**config.mk**
```make
export PLATFORM = sky130hd
export DESIGN_NAME = riscv_imem_loader
export DESIGN_NICKNAME = d
export VERILOG_FILES = /design/src/rtl/riscv_imem_loader.sv
export SDC_FILE = /design/constraint.sdc
export NUM_CORES = 1
export LEC_CHECK = 0
export ABC_CLOCK_PERIOD_IN_PS = 4100
export CAP_MARGIN = 20
export CORE_MARGIN = 10
export CORE_UTILIZATION = 40
export CTS_CLUSTER_DIAMETER = 200
export DETAILED_ROUTE_END_ITERATION = 16
export SETUP_SLACK_MARGIN = 0.1
export SYNTH_ARGS = -nofsm -noshare
export SYNTH_HDL_FRONTEND = slang
export SYNTH_SLANG_ARGS = --single-unit
```
**constraint.sdc**
```tcl
create_clock -name i_clk -period 4.1 [get_ports i_clk]
set_input_delay 0.82 -clock i_clk [delete_from_list [all_inputs] [get_ports i_clk]]
set_output_delay 0.82 -clock i_clk [all_outputs]
set_load 0.01 [all_outputs]
```
**src/rtl/riscv_imem_loader.sv**
```systemverilog
// Boot-time instruction memory loader: byte stream in, 32-bit words out.
// Verifies a trailing 8-bit checksum and gates the core reset on success.
module riscv_imem_loader #(
  parameter int ADDR_WIDTH = 8
) (
  input  logic                  i_clk,
  input  logic                  i_rst,
  input  logic                  i_start,
  input  logic [ADDR_WIDTH:0]   i_word_count,
  input  logic                  i_byte_valid,
  input  logic [7:0]            i_byte,
  output logic                  o_byte_ready,
  output logic                  o_imem_we,
  output logic [ADDR_WIDTH+1:0] o_imem_addr,
  output logic [31:0]           o_imem_wdata,
  output logic                  o_core_rst,
  output logic                  o_busy,
  output logic                  o_done,
  output logic                  o_err
);

  typedef enum logic [2:0] {
    S_IDLE,
    S_RECV,
    S_WRITE,
    S_CHECK,
    S_DONE
  } state_t;

  localparam logic [ADDR_WIDTH:0] MAX_WORDS =
    {1'b1, {ADDR_WIDTH{1'b0}}};

  state_t                state;
  state_t                state_nx;
  logic [ADDR_WIDTH:0]   count_q;
  logic [ADDR_WIDTH:0]   words_q;
  logic [ADDR_WIDTH:0]   words_inc;
  logic [ADDR_WIDTH:0]   clamped;
  logic [ADDR_WIDTH-1:0] waddr_q;
  logic [31:0]           wdata_q;
  logic [1:0]            idx_q;
  logic [7:0]            sum_q;
  logic                  err_q;
  logic                  core_rst_q;
  logic                  done_q;
  logic                  rdy;
  logic                  xfer;
  logic                  can_start;
  logic                  sum_bad;

  assign clamped = (i_word_count > MAX_WORDS) ? MAX_WORDS
                                              : i_word_count;
  assign words_inc = words_q + (ADDR_WIDTH+1)'(1);

  // Ready is a pure function of state, never of i_byte_valid.
  assign rdy  = (state == S_RECV) || (state == S_CHECK);
  assign xfer = rdy && i_byte_valid;

  assign can_start = i_start &&
                     ((state == S_IDLE) || (state == S_DONE));
  assign sum_bad   = (i_byte != sum_q);

  assign o_byte_ready = rdy;
  assign o_imem_we    = (state == S_WRITE);
  assign o_busy       = (state == S_RECV) || (state == S_WRITE) ||
                        (state == S_CHECK);
  assign o_imem_addr  = {waddr_q, 2'b00};
  assign o_imem_wdata = wdata_q;
  assign o_core_rst   = core_rst_q;
  assign o_done       = done_q;
  assign o_err        = err_q;

  // State register.
  always_ff @(posedge i_clk) begin
    if (i_rst) state <= S_IDLE;
    else       state <= state_nx;
  end

  // Next-state logic.
  always_comb begin
    state_nx = state;
    unique case (state)
      S_IDLE, S_DONE: begin
        if (i_start)
          state_nx = (clamped == '0) ? S_CHECK : S_RECV;
      end
      S_RECV: begin
        if (xfer && idx_q == 2'd3) state_nx = S_WRITE;
      end
      S_WRITE: begin
        state_nx = (words_inc == count_q) ? S_CHECK : S_RECV;
      end
      S_CHECK: begin
        if (xfer) state_nx = S_DONE;
      end
      default: state_nx = S_IDLE;
    endcase
  end

  // Datapath: word assembly, address, checksum and status flags.
  always_ff @(posedge i_clk) begin
    if (i_rst) begin
      count_q    <= '0;
      words_q    <= '0;
      waddr_q    <= '0;
      wdata_q    <= '0;
      idx_q      <= '0;
      sum_q      <= '0;
      err_q      <= 1'b0;
      core_rst_q <= 1'b1;
      done_q     <= 1'b0;
    end else begin
      done_q <= 1'b0;
      if (can_start) begin
        count_q    <= clamped;
        words_q    <= '0;
        waddr_q    <= '0;
        idx_q      <= '0;
        sum_q      <= '0;
        err_q      <= 1'b0;
        core_rst_q <= 1'b1;
      end
      if (state == S_RECV && xfer) begin
        wdata_q[{idx_q, 3'b000} +: 8] <= i_byte;
        idx_q <= idx_q + 2'd1;
        sum_q <= sum_q + i_byte;
      end
      if (state == S_WRITE) begin
        waddr_q <= waddr_q + ADDR_WIDTH'(1);
        words_q <= words_inc;
      end
      if (state == S_CHECK && xfer) begin
        err_q      <= sum_bad;
        core_rst_q <= sum_bad;
        done_q     <= 1'b1;
      end
    end
  end

endmodule

```
# == Yosys cells after proc, flatten, opt, wreduce, memory -nomap -nowiden ==
# Cells that the tools add are included.
# word_totals
ff_bits,74
input_bits,21
output_inout_bits,48
wordCells,64
# classes
add_sub_neg,5
n_lt_le_gt_ge,1
n_eq_ne,10
shift,2
muxes,20
n_reduce_logical,16
# op_table
operator,count
$bwmux 32,1
$shift 8x7->32 const A,1
$shiftx 8x7->32,1
$mux 9,3
$mux 8,3
$pmux 3 s4,1
$add 9x1->9 const B,1
$eq 9x9->1,1
$gt 9x9->1 const B,1
$logic_not 9->1,1
$mux 3,3
$add 8x1->8 const B,1
$add 8x8->8,1
$mux 2,4
$ne 8x8->1,1
$neg 5->7,1
$eq 3x2->1 const B,2
$reduce_bool 2->1,3
$logic_and 1x1->1,5
$mux 1,5
$logic_or 1x1->1,4
$ne 2x2->1 const B,2
$eq 3x1->1 const B,1
$eq 3x3->1 const B,1
other kinds (6),6

# == Longest topological paths before layout ==
# Gate-level depths: netlist of the first run.
# depth
word_depth,6
mapped_depth,8
ltp_nobuf,7

# == Worst setup path before layout of the first run ==
# No wires, ideal clock.
# synth_timing
kind,input port to flip-flop
from,in i_byte[1]
to,reg sum_q[7]
t_arrival_ns,2.220
t_required_ns,4.026
setup_slack_ns,1.805
stages,6
n_path_buf,0
path_cell_list,ha_1 > a21oi_1 > o2111ai_1 > and3_1 > or4_1 > a31oi_1
# synth_between
elab_chain_cells,2
# synth_rtl
item,line,rtl
from (decl),11,"input logic [7:0] i_byte,"
$add 8x8->8,126,sum_q <= sum_q + i_byte;
$mux 8,123,if (state == S_RECV && xfer) begin
to (signal assigned),126,
to (decl),42,logic [7:0] sum_q;
# No other way between the ends.
# A chain may end at the register's enable or synchronous reset.

# == Worst setup path after layout of the first run ==
# layout_timing
from,reg state[1]
to,out o_imem_we
# layout_between
elab_chain_cells,1
# layout_rtl
item,line,rtl
from (decl),33,state_t state;
from (signal assigned),76,else state <= state_nx;
$eq 3x2->1,64,assign o_imem_we = (state == S_WRITE);
to (decl),13,"output logic o_imem_we,"
# No other way between the ends.

==> impl_metrics.env, run 1 <==
export IMPL_worst_path_dominant_cell_family="buffers and inverters"
export IMPL_row_count=34
export IMPL_timing_final_ws_setup_ns=0.999
export IMPL_status="complete, no violations"
export IMPL_synth_seq_cells=74
export IMPL_n_antenna_cell=0
export IMPL_slew_headroom=0.359
export IMPL_drtAntennaViolNets=0
export IMPL_cts_hold_buf=0
export IMPL_cap_violations=0
export IMPL_clk_pin_slew_ns=0.08
export IMPL_holdWs_ns=0.453
export IMPL_timing_critical_path_slowest_stage_cell="clkdlybuf4s50_1"
export IMPL_fmax_ghz=0.322
export IMPL_dr_total_vias=3339
export IMPL_synth_lib_cells_used_distinct=54
export IMPL_crit_type="flop to output port"
export IMPL_worst_r2r_cell_count=5
export IMPL_final_period_minus_worst_setup_slack_ns=3.10
export IMPL_grt_util_met3=0.0354
export IMPL_pre_cts_slack_ns=0.987
export IMPL_avgViaCountPerCell=5.44
export IMPL_timing_hold_worst_class="flop to flop"
export IMPL_crit_fanout=16
export IMPL_cp_data_required_time_ns=3.28
export IMPL_power_leakage_nw=1.53
export IMPL_critPathLaunch="state[1]"
export IMPL_synth_async_reset_ratio=0
export IMPL_design_final_nets=537
export IMPL_place_detailed_instances=598
export IMPL_clkSinkCount=74
export IMPL_hold_viol_final=0
export IMPL_synth_top_area_cell="dfxtp_1"
export IMPL_final_max_slew_violation_count=0
export IMPL_clock_tree_buffer_depth=2
export IMPL_detailedRoute_firstPassIterationCount=4
export IMPL_timing_final_setup_violations=0
export IMPL_final_cells=614
export IMPL_r2r_setup_slk_ns=1.89
export IMPL_yosysWarnings=0
export IMPL_ctsHtreeMaxLevel=3
export IMPL_final_fill_count=879
export IMPL_fin_crit_sh=0.756
export IMPL_worst_setup_path_endpoint="o_imem_we"
export IMPL_drt_wl_total_um=9630
export IMPL_clockRootBuffer="clkbuf_8"
export IMPL_globalRoute_totalOverflow=0
export IMPL_worst_r2r_endpoint="o_imem_wdata[20]"
export IMPL_slowest_delay_ns=0.62
export IMPL_syn_area_mm2=0.00361
export IMPL_groute_layer_met1_usage=0.192
export IMPL_grt_start_max_net_pins=45
export IMPL_worstPathArrival_ns=2.28
export IMPL_ys_top_cells_by_count="74 x dfxtp_1, 63 x a21oi_1, 59 x nand2_1"
export IMPL_worstSkewPairLatency_ns=0.35
export IMPL_synthMostInstantiatedCell="dfxtp_1"
export IMPL_post_drt_wl_per_cell_um=15.7
export IMPL_port_buffers=66
export IMPL_design_portCount=69
export IMPL_core_area_mm2=0.00876
export IMPL_die_area_mm2=0.0132
export IMPL_clock_skew_final_ns=0.0132
export IMPL_startpoint_of_the_worst_register_to_register_path="idx_q[0]"
export IMPL_busiest_layer="met2"
export IMPL_grt_usage=0.147
export IMPL_die_height_um=115
export IMPL_drive_above_1_share=0.0455
export IMPL_power_density_mw_per_mm2=335
export IMPL_grt_pass1_wl_um=16200
export IMPL_area_growth_synth_to_final_pct=24.7
export IMPL_timing_worst_slew_pin_value_ns=0.959
export IMPL_finalPower_w=0.00151
export IMPL_crit_cells=4
export IMPL_tns_ns=0
export IMPL_antenna_violations_before_repair=0
export IMPL_numCtsBuffers=9
export IMPL_grtUsageMet2=0.230
export IMPL_ys_dominant_reg_cell="dfxtp_1"
export IMPL_synth_yosys_seq_area_share=0.411
export IMPL_worstPathCellList="or3b_1 > buf_4 > inv_1 > clkdlybuf4s50_1"
export IMPL_synth_edf_count=0
export IMPL_irDropWorstVdd_mv=0.143
export IMPL_worst_setup_path_end_kind="output port"
export IMPL_drt_first_iter_violations=169
export IMPL_post_cts_setup_buffers=0
export IMPL_startpoint_type="flop"
export IMPL_gpl_final_weighted_congestion=0.780
export IMPL_ctsResizeCount=0
export IMPL_chipWidth_um=115
export IMPL_detailedPlacementHpwl_um=7080
export IMPL_tritoncts="done"
export IMPL_start_util=0.412
export IMPL_postSynthCellCount=445
export IMPL_rsz0062_at_grt="no"
export IMPL_syn_area_per_cell_um2=8.11
export IMPL_number_of_global_route_vias_before_repair=3229
export IMPL_crit_buf_inv=3
export IMPL_synth_top_cell_area_share=0.411
export IMPL_yosys_top_cells_area="dfxtp_1 41%, a21oi_1 8.7%, nand2_1 6.1%"
export IMPL_route_detailed_drc=0
cells by family (layout without fill, tap and decap cells):
kind of cell             after synthesis  in the layout  share of synthesized area
AND/OR/NAND/NOR                      198            198                      0.274
XOR/XNOR                              14             14                     0.0340
multiplexers                           2              2                    0.00624
adder cells (fa/ha/maj)               15             15                     0.0541
other                                  1              2                    0.00104
buffers and inverters                 30             90                     0.0381
flip-flops                            74             74                      0.411
AO/OA/AOI/OAI                        111            111                      0.182
worst min path at each step:
stage / slack (ns) / cells after the start / from / end
2_1_floorplan: 0.44 / 2 / count_q[1] / count_q[1]
3_3_place_gp: 0.44 / 2 / o_imem_wdata[14] / o_imem_wdata[14]
6_report: 0.45 / 2 / o_imem_wdata[20] / o_imem_wdata[20]
3_5_place_dp: 0.44 / 2 / o_imem_wdata[19] / o_imem_wdata[19]
5_1_grt: 0.48 / 2 / o_imem_wdata[9] / o_imem_wdata[9]
4_1_cts: 0.46 / 2 / o_imem_wdata[12] / o_imem_wdata[12]
layout by cell type, fill, tap and decap left out, drive strengths merged, types with 4 or more instances in the layout:
master	n
nand3	43
nor3b	4
or3	4
clkbuf	12
a211oi	4
o21ai	12
nand2b	4
nor4	6
xor2	4
inv	6
dfxtp	74
and2	5
xnor2	10
nand2	59
nor2	36
nand3b	12
ha	14
a22oi	9
and3	6
nor3	7
clkdlybuf4s50	65
a21oi	63
per-layer routing:
metal	share of wire	vias to the layer above
met5	0	-
met3	0.067	14
met2	0.45	93
li1	-	1705
met1	0.46	1527
met4	0.017	0
cell type report:
class,count,area (um^2),area share
Clock inverter,4,51.3,0.0114
Tap cell,108,135,0.0300
Sequential cell,74,1480,0.329
Multi-Input combinational cell,342,1990,0.443
Clock buffer,12,145,0.0323
Timing Repair Buffer,68,671,0.149
Inverter,6,22.5,0.00501
registers in the layout, indices dropped and copies added, names as in the netlist, 2 cells and up:
register,flops
sum_q,8
count_q,9
state,3
o_imem_wdata,32
words_q,9
idx_q,2
waddr_q,8
power by group:
part | leakage [nW] | switching, W | internal (W)
registers | 0.598 | 0.0000145 | 0.000733
logic | 0.832 | 0.000110 | 0.0000760
clock network | 0.0966 | 0.000273 | 0.000299
total | 1.53 | 0.000398 | 0.00111
worst reg2reg max path: stages (launching register included):
cell     delay, ns
dfxtp_1       0.46
inv_1         0.15
ha_1          0.37
nor3b_1       0.75
nand3_1       0.23
a21oi_1       0.18
per-stage QoR:
| step | util | cell area [um^2] |
|---|---|---|
| final | 0.513 | 4500 |
| after global routing | 0.513 | 4500 |
| after CTS | 0.513 | 4500 |
| after detailed placement | 0.491 | 4300 |
| after global placement | 0.491 | 4300 |
| after floorplan | - | 3610 |
No activity file was read; power rests on OpenSTA's default activity.
==> inputs of run 2 (changes only) <==
- ABC_CLOCK_PERIOD_IN_PS: 4100 -> 3100
- clock period: 4.1 -> 3.1 ns (I/O delays scaled with it)
==> impl_metrics.env, run 2 (synthesis results as in run 1) <==
export IMPL_die_height_um=115
export IMPL_crit_fanout=11
export IMPL_grt_start_max_net_pins=35
export IMPL_irDropWorstVdd_mv=0.192
export IMPL_place_detailed_instances=606
export IMPL_drt_first_iter_violations=259
export IMPL_design_portCount=69
export IMPL_finalPower_w=0.00213
export IMPL_largest_register_ffs=32
export IMPL_fmax_ghz=0.379
export IMPL_timing_hold_worst_class="flop to flop"
export IMPL_cp_data_required_time_ns=2.48
export IMPL_number_of_global_route_vias_before_repair=3189
export IMPL_hold_viol_final=0
export IMPL_antenna_violations_before_repair=0
export IMPL_gpl_final_weighted_congestion=0.835
export IMPL_cts_hold_buf=0
export IMPL_final_fill_count=863
export IMPL_final_period_minus_worst_setup_slack_ns=2.64
export IMPL_crit_type="flop to output port"
export IMPL_avgViaCountPerCell=5.41
export IMPL_startpoint_type="flop"
export IMPL_clock_tree_buffer_depth=2
export IMPL_holdWs_ns=0.453
export IMPL_core_area_mm2=0.00876
export IMPL_n_antenna_cell=0
export IMPL_die_area_mm2=0.0132
export IMPL_power_density_mw_per_mm2=462
export IMPL_grt_pass1_wl_um=16300
export IMPL_clk_pin_slew_ns=0.08
export IMPL_clkSinkCount=74
export IMPL_chipWidth_um=115
export IMPL_layout_common_cells="74 x dfxtp_1, 65 x clkdlybuf4s50_1, 63 x a21oi_1, 59 x nand2_1, 42 x nand3_1"
export IMPL_worst_setup_path_end_kind="output port"
export IMPL_status="complete, no violations"
export IMPL_swShare=0.257
export IMPL_worstPathArrival_ns=2.02
export IMPL_route_detailed_drc=0
export IMPL_clockRootBuffer="clkbuf_8"
export IMPL_power_combinational_fraction=0.120
export IMPL_worstSkewPairLatency_ns=0.35
export IMPL_tns_ns=0
export IMPL_globalRoute_totalOverflow=0
export IMPL_design_final_nets=545
export IMPL_drtAntennaViolNets=0
export IMPL_area_growth_synth_to_final_pct=27.5
export IMPL_rsz0062_at_grt="no"
export IMPL_final_cells=622
export IMPL_dr_total_vias=3362
export IMPL_seq_power_share=0.465
export IMPL_p_sw_w=0.000547
export IMPL_tritoncts="done"
export IMPL_power_frac_clock=0.415
export IMPL_detailedPlacementHpwl_um=7470
export IMPL_internal_power_w=0.00158
export IMPL_cap_violations=0
export IMPL_ctsResizeCount=0
export IMPL_port_buffers=66
export IMPL_detailedRoute_firstPassIterationCount=4
export IMPL_numCtsBuffers=9
export IMPL_power_leakage_nw=1.59
export IMPL_drive_above_1_share=0.0642
export IMPL_min_delay_path_depth=2
export IMPL_post_cts_setup_buffers=0
export IMPL_clock_skew_final_ns=0.0119
export IMPL_slew_headroom=0.343
export IMPL_final_max_slew_violation_count=0
export IMPL_grt_usage=0.150
export IMPL_final_common_cell="dfxtp_1"
export IMPL_worst_r2r_cell_count=5
export IMPL_drt_wl_total_um=9980
export IMPL_row_count=34
export IMPL_start_util=0.412
export IMPL_fin_crit_sh=0.850
export IMPL_timing_worst_slew_pin_value_ns=0.978
export IMPL_post_drt_wl_per_cell_um=16.0
export IMPL_ctsHtreeMaxLevel=3
export IMPL_timing_final_setup_violations=0
[run 2: cell types whose count changed in the layout (fill, tap and decap cells not counted), sizes merged]
cell	previous run	this run
buf	3	11
inv	6	7
clkinv	2	1
clkbuf	12	11
bufinv	1	2
[run 2: worst max-delay path, stage by stage, from the launching register on]
cell             delay [ns]
dfxtp_1                0.44
or3b_1                 0.41
inv_1                  0.07
buf_4                  0.18
clkdlybuf4s50_1        0.57
[run 2: final timing paths]
path                    from               end  slack [ns]
max reg2reg         idx_q[0]  o_imem_wdata[28]        0.81
max                 state[1]         o_imem_we        0.46
min reg2reg  o_imem_wdata[2]   o_imem_wdata[2]        0.45
min          o_imem_wdata[2]   o_imem_wdata[2]        0.45
[run 2: area by class of cell]
cell class / instances / area, um^2 / share of cell area
multi-input combinational: 342 / 1990 / 0.433
clock buffer: 11 / 151 / 0.0329
inverter: 6 / 22.5 / 0.00490
timing repair buffer: 76 / 731 / 0.159
sequential: 74 / 1480 / 0.322
clock inverter: 5 / 85.1 / 0.0185
tap: 108 / 135 / 0.0294
[run 2: per-stage QoR]
step	instance area, um^2	utilization	worst slack [ns]
after floorplan	3610	-	1.01
after global routing	4600	0.525	0.349
final	4600	0.525	0.464
after global placement	4360	0.498	0.392
after CTS	4600	0.525	0.453
after detailed placement	4360	0.498	0.338
[run 2: power by group through the flow]
| stage | Clock [W] | Sequential, W | Combinational (W) |
|---|---|---|---|
| after CTS | 0.000904 | 0.000989 | 0.000256 |
| after floorplan | 0 | 0.00101 | 0.000157 |
| after global routing | 0.000947 | 0.000993 | 0.000287 |
| after global placement | 0 | 0.00101 | 0.000254 |
| after detailed placement | 0 | 0.00101 | 0.000255 |
| final | 0.000881 | 0.000989 | 0.000256 |
[run 2: routing by layer]
metal | track usage | part of all wire | vias up
li1 | - | - | 1718
met3 | 0.0339 | 0.050 | 10
met2 | 0.235 | 0.47 | 65
met5 | 0 | 0 | -
met4 | 0.0586 | 0.013 | 0
met1 | 0.196 | 0.47 | 1569
